--- src/rtl/button_debouncer_pkg.sv ---
// Shared definitions for the push-button debouncer: per-channel FSM state
// encoding, the default qualification length and a counter sizing helper.
package button_debouncer_pkg;

    // Bit 1 is the debounced level and bit 0 marks a pending change.
    // The outputs are decoded from the state using this property.
    typedef enum logic [1:0] {
        STABLE_LOW  = 2'b00,
        RISE_PEND   = 2'b01,
        STABLE_HIGH = 2'b10,
        FALL_PEND   = 2'b11
    } debounce_state_t;

    // 10 ms at a 100 MHz system clock.
    localparam int unsigned DEFAULT_DEBOUNCE_CYCLES = 1000000;

    // Width of the qualification counter for a given debounce length.
    // The counter never exceeds cycles-1, so this width can hold every
    // reachable value.
    function automatic int unsigned cnt_width(input int unsigned cycles);
        return unsigned'($clog2(cycles)) + 1;
    endfunction

endpackage : button_debouncer_pkg

--- src/rtl/debounce_channel.sv ---
// One debouncer channel: a 2-flop synchronizer followed by a 4-state
// qualification FSM. A change of level is accepted only after
// DEBOUNCE_CYCLES consecutive synchronized samples that disagree with the
// current level. Any agreeing sample aborts the qualification.
module debounce_channel
    import button_debouncer_pkg::*;
#(
    parameter int unsigned DEBOUNCE_CYCLES = DEFAULT_DEBOUNCE_CYCLES
) (
    input  logic clock,
    input  logic reset_n,
    input  logic btn_raw,
    output logic btn_level,
    output logic settling
);

    localparam int unsigned CNT_W = cnt_width(DEBOUNCE_CYCLES);
    localparam logic [CNT_W-1:0] CNT_ONE  = CNT_W'(1);
    localparam logic [CNT_W-1:0] CNT_LAST = CNT_W'(DEBOUNCE_CYCLES - 1);

    logic [1:0]       sync_q;
    logic             sync;
    debounce_state_t  state_q, state_d;
    logic [CNT_W-1:0] cnt_q, cnt_d;

    // Bring the asynchronous pad into the clock domain; only the second
    // flop feeds the FSM.
    always_ff @(posedge clock or negedge reset_n) begin
        if (!reset_n) begin
            sync_q <= 2'b00;
        end else begin
            sync_q <= {sync_q[0], btn_raw};
        end
    end

    assign sync = sync_q[1];

    // State and counter registers.
    always_ff @(posedge clock or negedge reset_n) begin
        if (!reset_n) begin
            state_q <= STABLE_LOW;
            cnt_q   <= '0;
        end else begin
            state_q <= state_d;
            cnt_q   <= cnt_d;
        end
    end

    // Next-state and counter logic. The first disagreeing sample loads a
    // count of one, so the final accepting sample is number DEBOUNCE_CYCLES.
    always_comb begin
        state_d = state_q;
        cnt_d   = cnt_q;
        unique case (state_q)
            STABLE_LOW: begin
                if (sync) begin
                    state_d = RISE_PEND;
                    cnt_d   = CNT_ONE;
                end
            end
            RISE_PEND: begin
                if (!sync) begin
                    state_d = STABLE_LOW;
                    cnt_d   = '0;
                end else if (cnt_q == CNT_LAST) begin
                    state_d = STABLE_HIGH;
                    cnt_d   = '0;
                end else begin
                    cnt_d = cnt_q + CNT_ONE;
                end
            end
            STABLE_HIGH: begin
                if (!sync) begin
                    state_d = FALL_PEND;
                    cnt_d   = CNT_ONE;
                end
            end
            FALL_PEND: begin
                if (sync) begin
                    state_d = STABLE_HIGH;
                    cnt_d   = '0;
                end else if (cnt_q == CNT_LAST) begin
                    state_d = STABLE_LOW;
                    cnt_d   = '0;
                end else begin
                    cnt_d = cnt_q + CNT_ONE;
                end
            end
        endcase
    end

    // Outputs are decoded from the state register only, never from the pad.
    always_comb begin
        btn_level = 1'b0;
        settling  = 1'b0;
        unique case (state_q)
            STABLE_LOW: begin
            end
            RISE_PEND: begin
                settling = 1'b1;
            end
            STABLE_HIGH: begin
                btn_level = 1'b1;
            end
            FALL_PEND: begin
                btn_level = 1'b1;
                settling  = 1'b1;
            end
        endcase
    end

    // The counter stops at CNT_LAST, so it can never wrap.
    cnt_bound: assert property (@(posedge clock) disable iff (!reset_n)
        cnt_q <= CNT_LAST);

    // Stable states always leave the counter cleared for the next change.
    stable_cnt_clear: assert property (@(posedge clock) disable iff (!reset_n)
        (state_q inside {STABLE_LOW, STABLE_HIGH}) |-> (cnt_q == '0));

endmodule : debounce_channel

--- src/rtl/button_debouncer.sv ---
// Multi-channel push-button debouncer. Each pad gets its own independent
// synchronizer and qualification FSM; channels share only clock and reset.
module button_debouncer
    import button_debouncer_pkg::*;
#(
    parameter int unsigned NUM_BUTTONS     = 5,
    parameter int unsigned DEBOUNCE_CYCLES = DEFAULT_DEBOUNCE_CYCLES
) (
    input  logic                   clock,
    input  logic                   reset_n,
    input  logic [NUM_BUTTONS-1:0] btn_raw,
    output logic [NUM_BUTTONS-1:0] btn_level,
    output logic [NUM_BUTTONS-1:0] settling
);

    for (genvar i = 0; i < NUM_BUTTONS; i++) begin : g_chan
        debounce_channel #(
            .DEBOUNCE_CYCLES(DEBOUNCE_CYCLES)
        ) u_chan (
            .clock    (clock),
            .reset_n  (reset_n),
            .btn_raw  (btn_raw[i]),
            .btn_level(btn_level[i]),
            .settling (settling[i])
        );
    end

endmodule : button_debouncer

--- config.mk ---
export PLATFORM = sky130hd
export DESIGN_NAME = button_debouncer
export DESIGN_NICKNAME = d
export VERILOG_FILES = /design/src/rtl/button_debouncer_pkg.sv /design/src/rtl/debounce_channel.sv /design/src/rtl/button_debouncer.sv
export SDC_FILE = /design/constraint.sdc
export NUM_CORES = 1
export LEC_CHECK = 0
export ABC_AREA = 0
export BUFFER_PORTS_ARGS = -buffer_cell sky130_fd_sc_hd__buf_2
export CORE_MARGIN = 3
export CORE_UTILIZATION = 60
export DETAILED_ROUTE_END_ITERATION = 10
export HOLD_SLACK_MARGIN = 0.08
export PLACE_DENSITY = 0.76
export SETUP_SLACK_MARGIN = 0.3
export SLEW_MARGIN = 20
export SYNTH_ARGS = -nofsm -noshare
export SYNTH_HDL_FRONTEND = slang
export SYNTH_SLANG_ARGS = --single-unit
--- constraint.sdc ---
create_clock -name clock -period 2.7 [get_ports clock]
set_input_delay 0.54 -clock clock [delete_from_list [all_inputs] [get_ports clock]]
set_output_delay 0.54 -clock clock [all_outputs]
set_load 0.01 [all_outputs]
## Yosys cells after proc, flatten, opt, wreduce, memory -nomap -nowiden

Cells that the tools add are included.

| operators by class | value |
|---|---|
| add/sub/neg operators | 5 |
| equality and inequality tests | 40 |
| muxes and demuxes | 75 |
| reduce and logical (&&, ||, !) cells | 25 |

Operators by type and width:

| cell | number |
|---|---|
| 2-to-1 mux 21 bit | 25 |
| one-hot mux 21 bit (4 select lines) | 5 |
| adder 21 x 1 -> 21 bit (second input constant) | 5 |
| equality test 21 x 20 -> 1 bit (second input constant) | 5 |
| 2-to-1 mux 2 bit | 30 |
| one-hot mux 2 bit (4 select lines) | 5 |
| equality test 2 bit (second input constant) | 10 |
| AND reduction 4 bit | 5 |
| OR reduction 2 bit | 10 |
| inequality test 3 x 1 -> 1 bit (second input constant) | 5 |
| inequality test 3 bit (second input constant) | 5 |
| equality test 2 x 1 -> 1 bit (second input constant) | 5 |
| zero test 2 bit | 5 |
| 2-to-1 mux 1 bit | 10 |
| inequality test 2 x 1 -> 1 bit (second input constant) | 5 |
| inequality test 2 bit (second input constant) | 5 |
| AND reduction 2 bit | 5 |

| storage, ports and cells | value |
|---|---|
| bits in registers | 125 |
| bits of input ports | 7 |
| word-level logic and storage cells | 160 |

## Logic depth before layout (Yosys ltp)

| depth | value |
|---|---|
| word-level depth | 4 |
| mapped depth | 8 |
| gate-level depth less buffers | 6 |

## Hierarchy

A second synthesis with hierarchy kept.

| unflattened totals | value |
|---|---|
| cell total of the unflattened synthesis | 714 |
| area total of the unflattened synthesis | 6,876.6 um^2 |

By module, submodules not included:

| module | instances | cells each | area an instance (um^2) |
|---|---|---|---|
| debounce_channel at g_chan[0].u_chan ... | 4 | 142 | 1,380.1 |
| debounce_channel at g_chan[4].u_chan | 1 | 146 | 1,356.3 |

## Worst setup path after synthesis

OpenSTA, ideal clock, no wires.

| path | value |
|---|---|
| path kind | reg2reg |
| start point | register g_chan[1].u_chan.cnt_q[11] |
| end point | register with a tool-made name |
| setup time | 125 ps |
| arrival time | 1,985 ps |
| data required time | 2,575 ps |
| path slack | 591 ps |
| cell stages (with the launch flop) | 7 |
| buffers on the path | 1 |
| period minus slack after synthesis | 2,109 ps |
| cells stage by stage | dfrtp_1 buf_6 or4b_2 nor3_2 a21o_2 and2_1 mux2_2 |

RTL lines:

| element | line | source |
|---|---|---|
| start, declared | debounce_channel.sv:24 | `logic [CNT_W-1:0] cnt_q, cnt_d;` |
| start signal, assigned | debounce_channel.sv:45 | `cnt_q <= cnt_d;` |

==> impl_metrics.env <==
export IMPL_wl_um=14700
export IMPL_synth_enable_flop_cells=0
export IMPL_worstMarginPinSlew_ps=902
export IMPL_leakage_nw=3.24
export IMPL_grt_overflow=0
export IMPL_crit_buf_inv=0
export IMPL_viasPerCell=6.50
export IMPL_crit_fanout=8
export IMPL_multi_input_area_um2=3270
export IMPL_dp_hpwl_um=9670
export IMPL_cts_setup_buffers=0
export IMPL_regArea_um2=3130
export IMPL_cp_startpoint="g_chan[1].u_chan.cnt_q[11]$_DFFE_PN0P_"
export IMPL_fin_crit_sh_pct=84.1
export IMPL_finalMaxSlewViolations=0
export IMPL_cts_tree="done"
export IMPL_cap_violations=0
export IMPL_root_buffer="clkbuf_8"
export IMPL_grt_usage_pct=24.7
export IMPL_crit_type="register to register"
export IMPL_gp_congestion=0.831
export IMPL_io_pins=17
export IMPL_initial_utilization_pct=63.3
export IMPL_setup_slack_ps=431
export IMPL_ys_seq_area_share_pct=46.8
export IMPL_num_antenna_cells=0
export IMPL_clk_pin_slew_worst_paths_ps=60
export IMPL_cp_slowest_cell="or4b_2"
export IMPL_hold_viol=0
export IMPL_pre_cts_ws_ps=374
export IMPL_grt_pass1_wl_um=25400
export IMPL_worst_path_dominant_cell_family="simple AND/OR/NAND/NOR gates"
export IMPL_n_fill_cell=800
export IMPL_antenna_found_initial=0
export IMPL_setup_viol=0
export IMPL_synth_nets=743
export IMPL_die_w_um=112
export IMPL_synth_ff_type="dfrtp_1"
export IMPL_path_cells="or4b_2, nor3_2, a21o_2, and2_1, mux2_2"
export IMPL_drive_gt1_share_pct=11.6
export IMPL_min_from="btn_raw[3]"
export IMPL_end_kind="register"
export IMPL_grt_setup_unrepaired="false"
export IMPL_drt_pass1_iter_count=5
export IMPL_cts_buffers=17
export IMPL_vdd_ir_drop_max_mv=0.691
export IMPL_hold_class="input pin to register"
export IMPL_core_area_um2=10600
export IMPL_syn_avg_cell_area_um2=9.15
export IMPL_cp_start_kind="register"
export IMPL_fin_setup_tns_ps=0
export IMPL_worstSkewPairLatency_ps=530
export IMPL_cts_htree_levels=4
export IMPL_finalNetCount=748
export IMPL_yosysUniqueCellTypes=61
export IMPL_p_per_area_nw_per_um2=898
export IMPL_area_delta_synth_final_pct=12.2
export IMPL_yosys_warnings=0
export IMPL_min_period_ps=2270
export IMPL_die_area_um2=12400
export IMPL_clock_path_buffers=2
export IMPL_grt_max_degree=53
export IMPL_cp_data_arrival_time_ps=2690
export IMPL_synth_seq_cells=125
export IMPL_relSlewSlack_pct=39.7
export IMPL_cp_required_ps=3120
export IMPL_syn_area_um2=6690
export IMPL_rr_startpoint="g_chan[1].u_chan.cnt_q[11]$_DFFE_PN0P_"
export IMPL_synthArstFlopShare_pct=100
export IMPL_fmax_mhz=441
export IMPL_wl_per_cell_um=16.7
export IMPL_drtIter0Drc=680
export IMPL_die_h_um=112
export IMPL_port_buffers=16
export IMPL_clock_skew_ps=8.99
export IMPL_outcome="finished, final reports clean"
export IMPL_cp_slowest_stage_delay_ps=700
export IMPL_ant_nets=0
export IMPL_rows=37
export IMPL_syn_inst=731
export IMPL_first_global_vias=5415
export IMPL_drc=0
export IMPL_num_vias=5750
export IMPL_cts_sink_count=125
per-stage QoR:
stage / hold slack, ps / total power [W] / cell area [um^2] / utilization [%] / std cells
after floorplan: 244 / 0.00387 / 6690 / - / 731
after global placement: 337 / 0.00418 / 6840 / 64.8 / 851
after detailed placement: 338 / 0.00426 / 6840 / 64.8 / 851
after CTS: 81.3 / 0.00676 / 7490 / 71.0 / 885
after global routing: 85.7 / 0.00714 / 7500 / 71.1 / 885
final: 116 / 0.00674 / 7500 / 71.1 / 885
worst paths after layout:
| check | endpoint | slack [ps] | cells after the start |
|---|---|---|---|
| setup / recovery | register | 430 | 5 |
| hold / removal | g_chan[3].u_chan.sync_q[0]$_DFF_PN0_ | 120 | 1 |
| setup reg to reg | register | 430 | 5 |
| hold reg to reg | g_chan[1].u_chan.sync_q[1]$_DFF_PN0_ | 360 | 0 |
| max in group asynchronous | g_chan[0].u_chan.sync_q[0]$_DFF_PN0_ | 1360 | 3 |
| min in group asynchronous | g_chan[1].u_chan.cnt_q[9]$_DFFE_PN0P_ | 570 | 2 |
synthesized netlist by cell type (all sizes together), types with 5 or more instances:
cell type  number  area (um^2)
a21o           12         91.3
a21oi          64          324
a22o           13          114
a31oi          46          288
a41oi          15          131
and2            7         43.8
and3           19          119
buf            19          129
clkbuf         28          105
dfrtp         125         3130
ha              5         62.6
inv            19         71.3
mux2i           5         50.1
nand2          79          297
nand2b         14         87.6
nand3          55          275
nand4          26          163
nor2           41          154
nor3           14         75.1
nor4           13          148
nor4b           5         43.8
o21ai          30          150
o22ai           8         50.1
or2             5         31.3
xor2           11         96.3
cell type report:
class                   count  share of cell area (%)
well taps                 136                    2.27
multi-input cells         540                    43.6
inverters                  19                   0.951
flip-flops and latches    125                    41.7
clock inverters            12                    2.55
repair buffers             33                    3.04
clock buffers              20                    5.94
what timing repair did:
item	4_1_cts	5_1_grt
resized for setup	0	1
hold buffers	2	0
endpoints found under the setup margin	0	9
hold endpoints to repair	50	0
registers in the layout, summed over array words and instances, names as in the netlist, named ones only:
name / flops
g_chan.u_chan.state_q: 5
g_chan.u_chan.cnt_q: 105
g_chan.u_chan.sync_q: 10
logic make-up after synthesis:
family / after synthesis / share of synthesized area (%)
and+or+nand+nor: 300 / 24.3
muxes: 9 / 1.48
DFF: 125 / 46.8
xor gates and xnor gates: 14 / 1.83
buffers and inverters: 66 / 4.57
AOI/OAI and AO/OA: 212 / 20.1
adders and majority gates: 5 / 0.936
power breakdown:
part           leakage [nW]  internal (W)  switching, W
registers              1.68       0.00206      0.000252
logic                  1.24      0.000688       0.00128
clock network         0.314       0.00163      0.000820
cell usage in the layout, fill, tap and decap left out, types with 3 or more instances in the layout:
cell type / Yosys / final
xnor2_1: 3 / 3
nand2_1: 79 / 79
inv_1: 19 / 19
o31ai_1: 3 / 3
dfrtp_1: 125 / 125
a21oi_1: 63 / 63
a22o_1: 13 / 13
nand2b_1: 14 / 14
or2_2: 4 / 4
clkbuf_8: 0 / 3
mux2i_1: 5 / 5
a21o_1: 11 / 11
nor2_1: 41 / 41
buf_2: 7 / 15
nand3_1: 55 / 55
nor4b_1: 5 / 5
ha_1: 5 / 5
o21a_1: 4 / 4
and2_1: 7 / 7
and3_1: 19 / 19
bufinv_16: 0 / 5
a41oi_1: 15 / 15
buf_4: 11 / 15
or4_1: 4 / 4
o21ai_0: 28 / 28
nor4_4: 4 / 4
clkinv_2: 0 / 5
o211ai_1: 4 / 4
a31oi_1: 46 / 45
nor3_1: 13 / 13
and4_1: 4 / 4
xor2_1: 11 / 11
nor4_1: 8 / 8
o22ai_1: 8 / 8
clkbuf_16: 0 / 16
mux2_2: 3 / 3
nand4_1: 26 / 26
per-layer routing:
layer / routed length (um) / global-route usage (%)
met5: 0 / 0
met4: 140 / 8.60
met3: 752 / 7.50
met2: 7170 / 38.2
met1: 6680 / 33.3
(Power assumes the default switching activity.)
